## src/rtl/alarm_controller_if.sv

```systemverilog
// Signal bundle between the alarm controller and its surroundings (time/alarm counters, buttons, LED/buzzer).
// Suffixes are from the controller's point of view: _i feeds the controller, _o comes out of it.
interface alarm_controller_if;
    logic       tick_1hz_i;
    logic       adjust_i;
    logic       alarm_en_i;
    logic [4:0] time_h_i;
    logic [5:0] time_m_i;
    logic [5:0] time_s_i;
    logic [4:0] alarm_h_i;
    logic [5:0] alarm_m_i;
    logic       dismiss_i;
    logic       snooze_req_i;
    logic       ringing_o;
    logic       blink_o;
    logic       snoozing_o;
    logic [8:0] snooze_left_o;
    logic       missed_o;

    modport master (
        output tick_1hz_i, adjust_i, alarm_en_i, time_h_i, time_m_i, time_s_i,
               alarm_h_i, alarm_m_i, dismiss_i, snooze_req_i,
        input  ringing_o, blink_o, snoozing_o, snooze_left_o, missed_o
    );

    modport slave (
        input  tick_1hz_i, adjust_i, alarm_en_i, time_h_i, time_m_i, time_s_i,
               alarm_h_i, alarm_m_i, dismiss_i, snooze_req_i,
        output ringing_o, blink_o, snoozing_o, snooze_left_o, missed_o
    );
endinterface

```

## src/rtl/alarm_controller.sv

```systemverilog
// Alarm sequencer: detects the alarm minute, rings with a blinking LED, handles dismiss, snooze and timeout.
// Snooze support (SNOOZE state, snooze_req, snooze_left) is compiled in only when ALARM_SNOOZE_EN is defined.
module alarm_controller #(
    parameter int RING_TIMEOUT_S = 60,
    parameter int SNOOZE_S       = 300
) (
    input  logic               clk,
    input  logic               rst_n,
    alarm_controller_if.slave  bus
);

`ifdef ALARM_SNOOZE_EN
    typedef enum logic [1:0] {
        IDLE   = 2'b00,
        RING   = 2'b01,
        SNOOZE = 2'b10
    } state_e;
`else
    typedef enum logic [1:0] {
        IDLE   = 2'b00,
        RING   = 2'b01
    } state_e;
`endif

    localparam logic [7:0] RING_MAX    = 8'(RING_TIMEOUT_S);
    localparam logic [8:0] SNOOZE_INIT = 9'(SNOOZE_S);

    state_e     state_q, state_d;
    logic [7:0] ringCnt_q, ringCnt_d;
    logic       blink_q, blink_d;
    logic       missed_q, missed_d;
    logic       match_q, match_d;
    logic       forceIdle;
    logic       trigger;
`ifdef ALARM_SNOOZE_EN
    logic [8:0] snoozeLeft_q, snoozeLeft_d;
`else
    logic       unusedSnooze;
    assign unusedSnooze = &{1'b0, bus.snooze_req_i, SNOOZE_INIT};
`endif

    // The match is only honoured on its rising edge, so one alarm minute yields a single trigger.
    assign forceIdle = ~bus.alarm_en_i | bus.adjust_i;
    assign match_d   = bus.alarm_en_i & ~bus.adjust_i
                     & (bus.time_h_i == bus.alarm_h_i)
                     & (bus.time_m_i == bus.alarm_m_i)
                     & (bus.time_s_i == 6'd0);
    assign trigger   = match_d & ~match_q;

    always_comb begin
        state_d      = state_q;
        ringCnt_d    = ringCnt_q;
        blink_d      = blink_q;
        missed_d     = missed_q;
`ifdef ALARM_SNOOZE_EN
        snoozeLeft_d = snoozeLeft_q;
`endif
        if (bus.dismiss_i)
            missed_d = 1'b0;

        if (forceIdle) begin
            state_d      = IDLE;
            ringCnt_d    = 8'd0;
            blink_d      = 1'b0;
`ifdef ALARM_SNOOZE_EN
            snoozeLeft_d = 9'd0;
`endif
        end else begin
            case (state_q)
                IDLE: begin
                    if (!bus.dismiss_i && trigger) begin
                        state_d   = RING;
                        ringCnt_d = 8'd0;
                        blink_d   = 1'b1;
                        missed_d  = 1'b0;
                    end
                end
                RING: begin
                    if (bus.dismiss_i) begin
                        state_d   = IDLE;
                        ringCnt_d = 8'd0;
                        blink_d   = 1'b0;
`ifdef ALARM_SNOOZE_EN
                    end else if (bus.snooze_req_i) begin
                        state_d      = SNOOZE;
                        ringCnt_d    = 8'd0;
                        blink_d      = 1'b0;
                        snoozeLeft_d = SNOOZE_INIT;
`endif
                    end else if (bus.tick_1hz_i) begin
                        // Timeout leaves ringCnt saturated; the next ring start clears it.
                        if (ringCnt_q >= RING_MAX - 8'd1) begin
                            state_d   = IDLE;
                            ringCnt_d = RING_MAX;
                            blink_d   = 1'b0;
                            missed_d  = 1'b1;
                        end else begin
                            ringCnt_d = ringCnt_q + 8'd1;
                            blink_d   = ~blink_q;
                        end
                    end else if (trigger) begin
                        ringCnt_d = 8'd0;
                        blink_d   = 1'b1;
                        missed_d  = 1'b0;
                    end
                end
`ifdef ALARM_SNOOZE_EN
                SNOOZE: begin
                    if (bus.dismiss_i) begin
                        state_d      = IDLE;
                        snoozeLeft_d = 9'd0;
                    end else if (bus.tick_1hz_i) begin
                        if (snoozeLeft_q <= 9'd1) begin
                            state_d      = RING;
                            ringCnt_d    = 8'd0;
                            blink_d      = 1'b1;
                            snoozeLeft_d = 9'd0;
                        end else begin
                            snoozeLeft_d = snoozeLeft_q - 9'd1;
                        end
                    end else if (trigger) begin
                        state_d      = RING;
                        ringCnt_d    = 8'd0;
                        blink_d      = 1'b1;
                        missed_d     = 1'b0;
                        snoozeLeft_d = 9'd0;
                    end
                end
`endif
                default: begin
                    state_d   = IDLE;
                    ringCnt_d = 8'd0;
                    blink_d   = 1'b0;
`ifdef ALARM_SNOOZE_EN
                    snoozeLeft_d = 9'd0;
`endif
                end
            endcase
        end
    end

    always_ff @(posedge clk or negedge rst_n) begin
        if (!rst_n) begin
            state_q   <= IDLE;
            ringCnt_q <= 8'd0;
            blink_q   <= 1'b0;
            missed_q  <= 1'b0;
            match_q   <= 1'b0;
        end else begin
            state_q   <= state_d;
            ringCnt_q <= ringCnt_d;
            blink_q   <= blink_d;
            missed_q  <= missed_d;
            match_q   <= match_d;
        end
    end

`ifdef ALARM_SNOOZE_EN
    always_ff @(posedge clk or negedge rst_n) begin
        if (!rst_n)
            snoozeLeft_q <= 9'd0;
        else
            snoozeLeft_q <= snoozeLeft_d;
    end

    assign bus.snoozing_o    = (state_q == SNOOZE);
    assign bus.snooze_left_o = snoozeLeft_q;
`else
    assign bus.snoozing_o    = 1'b0;
    assign bus.snooze_left_o = 9'd0;
`endif

    assign bus.ringing_o = (state_q == RING);
    assign bus.blink_o   = blink_q;
    assign bus.missed_o  = missed_q;

endmodule
```

## src/flat_wrapper.sv

```systemverilog
// flat-port wrapper written by rule: the top's interface ports become plain ports
module alarm_controller_flat 
#(
    parameter int RING_TIMEOUT_S = 60,
    parameter int SNOOZE_S       = 300
)
  (clk, rst_n, bus_tick_1hz_i, bus_adjust_i, bus_alarm_en_i, bus_time_h_i, bus_time_m_i, bus_time_s_i, bus_alarm_h_i, bus_alarm_m_i, bus_dismiss_i, bus_snooze_req_i, bus_ringing_o, bus_blink_o, bus_snoozing_o, bus_snooze_left_o, bus_missed_o);
  alarm_controller_if bus_i ();
  input  logic clk;
  input  logic rst_n;
  input wire logic [$bits(bus_i.tick_1hz_i)-1:0] bus_tick_1hz_i;
  input wire logic [$bits(bus_i.adjust_i)-1:0] bus_adjust_i;
  input wire logic [$bits(bus_i.alarm_en_i)-1:0] bus_alarm_en_i;
  input wire logic [$bits(bus_i.time_h_i)-1:0] bus_time_h_i;
  input wire logic [$bits(bus_i.time_m_i)-1:0] bus_time_m_i;
  input wire logic [$bits(bus_i.time_s_i)-1:0] bus_time_s_i;
  input wire logic [$bits(bus_i.alarm_h_i)-1:0] bus_alarm_h_i;
  input wire logic [$bits(bus_i.alarm_m_i)-1:0] bus_alarm_m_i;
  input wire logic [$bits(bus_i.dismiss_i)-1:0] bus_dismiss_i;
  input wire logic [$bits(bus_i.snooze_req_i)-1:0] bus_snooze_req_i;
  output wire logic [$bits(bus_i.ringing_o)-1:0] bus_ringing_o;
  output wire logic [$bits(bus_i.blink_o)-1:0] bus_blink_o;
  output wire logic [$bits(bus_i.snoozing_o)-1:0] bus_snoozing_o;
  output wire logic [$bits(bus_i.snooze_left_o)-1:0] bus_snooze_left_o;
  output wire logic [$bits(bus_i.missed_o)-1:0] bus_missed_o;
  assign bus_i.tick_1hz_i = bus_tick_1hz_i;
  assign bus_i.adjust_i = bus_adjust_i;
  assign bus_i.alarm_en_i = bus_alarm_en_i;
  assign bus_i.time_h_i = bus_time_h_i;
  assign bus_i.time_m_i = bus_time_m_i;
  assign bus_i.time_s_i = bus_time_s_i;
  assign bus_i.alarm_h_i = bus_alarm_h_i;
  assign bus_i.alarm_m_i = bus_alarm_m_i;
  assign bus_i.dismiss_i = bus_dismiss_i;
  assign bus_i.snooze_req_i = bus_snooze_req_i;
  assign bus_ringing_o = bus_i.ringing_o;
  assign bus_blink_o = bus_i.blink_o;
  assign bus_snoozing_o = bus_i.snoozing_o;
  assign bus_snooze_left_o = bus_i.snooze_left_o;
  assign bus_missed_o = bus_i.missed_o;
  alarm_controller #(.RING_TIMEOUT_S(RING_TIMEOUT_S), .SNOOZE_S(SNOOZE_S)) u_core (.clk(clk), .rst_n(rst_n), .bus(bus_i));
endmodule
```

## config.mk

```make
export PLATFORM = sky130hd
export DESIGN_NAME = alarm_controller_flat
export DESIGN_NICKNAME = d
export VERILOG_FILES = /design/src/rtl/alarm_controller_if.sv /design/src/rtl/alarm_controller.sv /design/src/flat_wrapper.sv
export SDC_FILE = /design/constraint.sdc
export NUM_CORES = 1
export LEC_CHECK = 0
export CORE_UTILIZATION = 35
export CTS_CLUSTER_SIZE = 10
export DETAILED_ROUTE_END_ITERATION = 16
export PLACE_DENSITY = 0.76
export SYNTH_ARGS = -nofsm -noshare
export SYNTH_HDL_FRONTEND = slang
export SYNTH_SLANG_ARGS = --single-unit
```

## constraint.sdc

```tcl
create_clock -name clk -period 1.6 [get_ports clk]
set_clock_uncertainty 0.1 [all_clocks]
set_input_delay 0.16 -clock clk [delete_from_list [all_inputs] [get_ports clk]]
set_output_delay 0.16 -clock clk [all_outputs]
set_load 0.05 [all_outputs]
```

==> results.md <==
- Tightest Pin Transition: 0.5305 ns
- Mapped Cells: 106
- Starting Density: 36.75%
- Placement Cell Area: 0.001405 sq mm
- Ys flop type: dfrtp_1
- Failing checks: setup timing
- Root Buffer: clkbuf_4
- # diodes: 0
- Post-route cell area: 0.001533 sq mm
- Data arrival, critical path: 1.69 ns
- End of the critical path: u_core.ringCnt_q[4]
- Slew Limit Fails: 0
- Final worst-path setup slack: -0.03199 ns
- Max Cap Viol: 0
- Switch Pwr: 0.2343 mW
- Post-synthesis cell area: 902.1 sq um
- Ys Warns: 0
- Die height: 52.77 um
- CP Capture Type: register
- Sw Share: 29.99%
- CTS tree: done
- Met3 Usage GRT: 5.217%
- Crit path max fanout: 7
- Sink Count: 12
- DIE AREA: 0.002785 sq mm
- Total number of vias: 1054
- Vias/cell: 5.141
- Total CTS buffers: 3
- Post-DP HPWL: 1989 um
- Largest net degree at the start of global routing: 13
- Clock network power share: 30.4%
- Final Non-Filler Cells: 205
- Vias in the first global route: 988
- GRT met2 Usage: 39.87%
- Yosys cell types: 32
- Routability cong.: 0.8395
- Hold/Removal Path Class: in2async
- Syn-to-layout area delta: 69.90%
- H-tree Lvls: 1
- EDFF count, synth: 0
- Final period utilization: 102.0%
- Synth area leaders: dfrtp_1, buf_4, nor2b_1
- CTS clk-pin slew, worst paths: 0.07 ns
- # IOs: 48
- Gr ovfl total: 0
- First-pass GRT wire length: 4195 um
- Core area: 0.002455 sq mm
- GRT met1 Usage: 23.06%
- R2r setup slk: -0.03 ns
- Critical path type: reg2reg
- Final setup viols: 1
- Sequential element share of the synthesized area: 33.29%
- FILL cells: 206
- Leakage: 0.7103 nW
- Hold Fails Final Rpt: 0
- Most Used Layer, Global Route: met2
- R2R Path End: u_core.ringCnt_q[4]
- Rows: 18
- Remaining DRCs: 0
- Int Power: 0.5469 mW
- Wirelength, routed: 2831 um
- Routed Antenna Nets: 0
- PortBufs: 36
- Critical path launch point: u_core.ringCnt_q[0]
- Clock Latency Late Sink: 0.28 ns
- FFs w/ async S/R, synth: 100.0%
- First-pass detailed-route iteration total: 5
- Power Density: 509.7 mW/mm^2
- Share of cells above drive strength 1: 39.43%
- Slew headroom: 64.52%
- Seq pwr share: 39.1%
- CP Data Required Time: 1.66 ns
- VDD IR-drop max: 0.5872 mV
- Initial detailed-routing violation count: 38
- F_max: 0.6127 GHz
- R2R Path Start: u_core.ringCnt_q[0]
- Initial antenna violation count: 0
- Status: finished with violations
- Post-synth top area cell: dfrtp_1
- Synthesized area per cell: 8.511 sq um
- Total global-route track usage: 21.06%
- RSZ-0062 raised after global routing: yes
- Longest Clk Path Bufs: 2
- Chip Width: 52.77 um
- Synth top area share: 33.29%
- Kind of start point of the critical path: register
- # nets final: 212
- Cells on worst reg2reg path: 7
- Yosys reg bits: 12
- Minimum clock period: 1.632 ns
- DP Cell Count: 189
- Logic pwr share: 30.5%
- WL/cell: 13.81 um
- Hold_buf cts: 0
kinds of logic after synthesis:
family | Yosys count | synth area share, %
other | 1 | 0.4157
flip-flops | 12 | 33.29
XOR/XNOR | 7 | 6.796
buffers and inverters | 18 | 12.07
multiplexers | 1 | 1.110
adder cells (fa/ha/maj) | 1 | 1.387
AO/OA/AOI/OAI | 22 | 16.64
AND/OR/NAND/NOR | 44 | 28.29
state kept, by name, indices dropped and copies added, names as in the netlist:
signal               cells
u_core.ringCnt_q         8
u_core.bus.blink_o       1
u_core.bus.missed_o      1
u_core.match_q           1
u_core.state_q           1
cell usage after synthesis, drive strengths merged, types with 3 or more instances:
| cell | n |
|---|---|
| nor4 | 3 |
| xor2 | 4 |
| nand3 | 4 |
| nand2 | 3 |
| buf | 11 |
| inv | 7 |
| nand4 | 4 |
| nor2 | 12 |
| a21oi | 8 |
| xnor2 | 3 |
| nor2b | 8 |
| a31oi | 3 |
| nand2b | 5 |
| o21ai | 5 |
| dfrtp | 12 |
worst min path at each step:
stage	from	end	slack [ns]
after floorplan	rst_n	u_core.bus.blink_o	-0.24
after global placement	u_core.ringCnt_q[7]	u_core.ringCnt_q[7]	0.40
after detailed placement	u_core.ringCnt_q[7]	u_core.ringCnt_q[7]	0.42
after CTS	rst_n	u_core.ringCnt_q[7]	0.14
after global routing	rst_n	u_core.ringCnt_q[1]	0.16
final	rst_n	u_core.ringCnt_q[7]	0.13
power by group through the flow:
| stage | sequential (mW) | combinational (mW) | clock, mW |
|---|---|---|---|
| floorplan | 0.317 | 0.122 | 0 |
| global placement | 0.312 | 0.222 | 0 |
| detailed placement | 0.311 | 0.228 | 0 |
| CTS | 0.305 | 0.232 | 0.242 |
| global route | 0.306 | 0.251 | 0.254 |
| finish | 0.305 | 0.238 | 0.238 |
layout make-up:
type,instances,area [sq um],share of cell area (%)
Inverter,7,26.28,1.714
Timing Repair Buffer,66,510.5,33.31
Sequential cell,12,301.5,19.67
Clock buffer,4,36.28,2.367
Multi-Input combinational cell,86,620.6,40.49
Tap cell,30,37.54,2.449
stage by stage:
stage | TNS (ns) | worst slack [ns] | power (mW) | hold WS, ns | utilization (%)
2_1_floorplan | 0 | 0.003849 | 0.4387 | -0.2356 | -
3_3_place_gp | -6.502 | -0.6110 | 0.5340 | 0.4009 | 57.24
3_5_place_dp | -7.088 | -0.6690 | 0.5396 | 0.4189 | 57.24
4_1_cts | 0 | 0.0003473 | 0.7798 | 0.1396 | 61.82
5_1_grt | -0.1997 | -0.08653 | 0.8105 | 0.1589 | 62.44
6_report | -0.03199 | -0.03199 | 0.7813 | 0.1266 | 62.44
metal layers:
metal	part of all wire [%]	routed length, um
met5	0	0
met4	1.0	29
met3	6.7	191
met2	54	1521
met1	38	1088
timing repair:
item | 4_1_cts | 5_1_grt
setup endpoints to repair | 11 | 11
resized for setup | 58 | 20
pin swaps | 20 | 17
cloned | 1 | 0
buffers inserted | 8 | 3
critical path, stage by stage, from the launching register on:
cell and delay [ns]:
dfrtp_1 0.40, ha_2 0.19, o2111ai_2 0.22, nand2_2 0.14
a31oi_1 0.22, nor2_1 0.06, a21oi_1 0.13, a21oi_1 0.05
placed cells by master (no fill, tap or decap), types with 2 or more instances in the layout:
master	count
nor2b_4	3
clkdlybuf4s50_1	4
nor4_2	2
xor2_1	4
nand2b_1	4
clkdlybuf4s15_1	6
dfrtp_1	11
a31oi_1	3
buf_4	33
inv_1	6
conb_1	10
nor2_1	11
buf_2	3
nor2b_1	5
xnor2_1	3
nand3_1	4
dlygate4sd2_1	11
nand2_1	2
and2b_2	2
clkbuf_4	3
nand4_1	4
o21ai_0	3
a21oi_1	8
clkbuf_2	8
No activity file was read; power rests on OpenSTA's default activity.
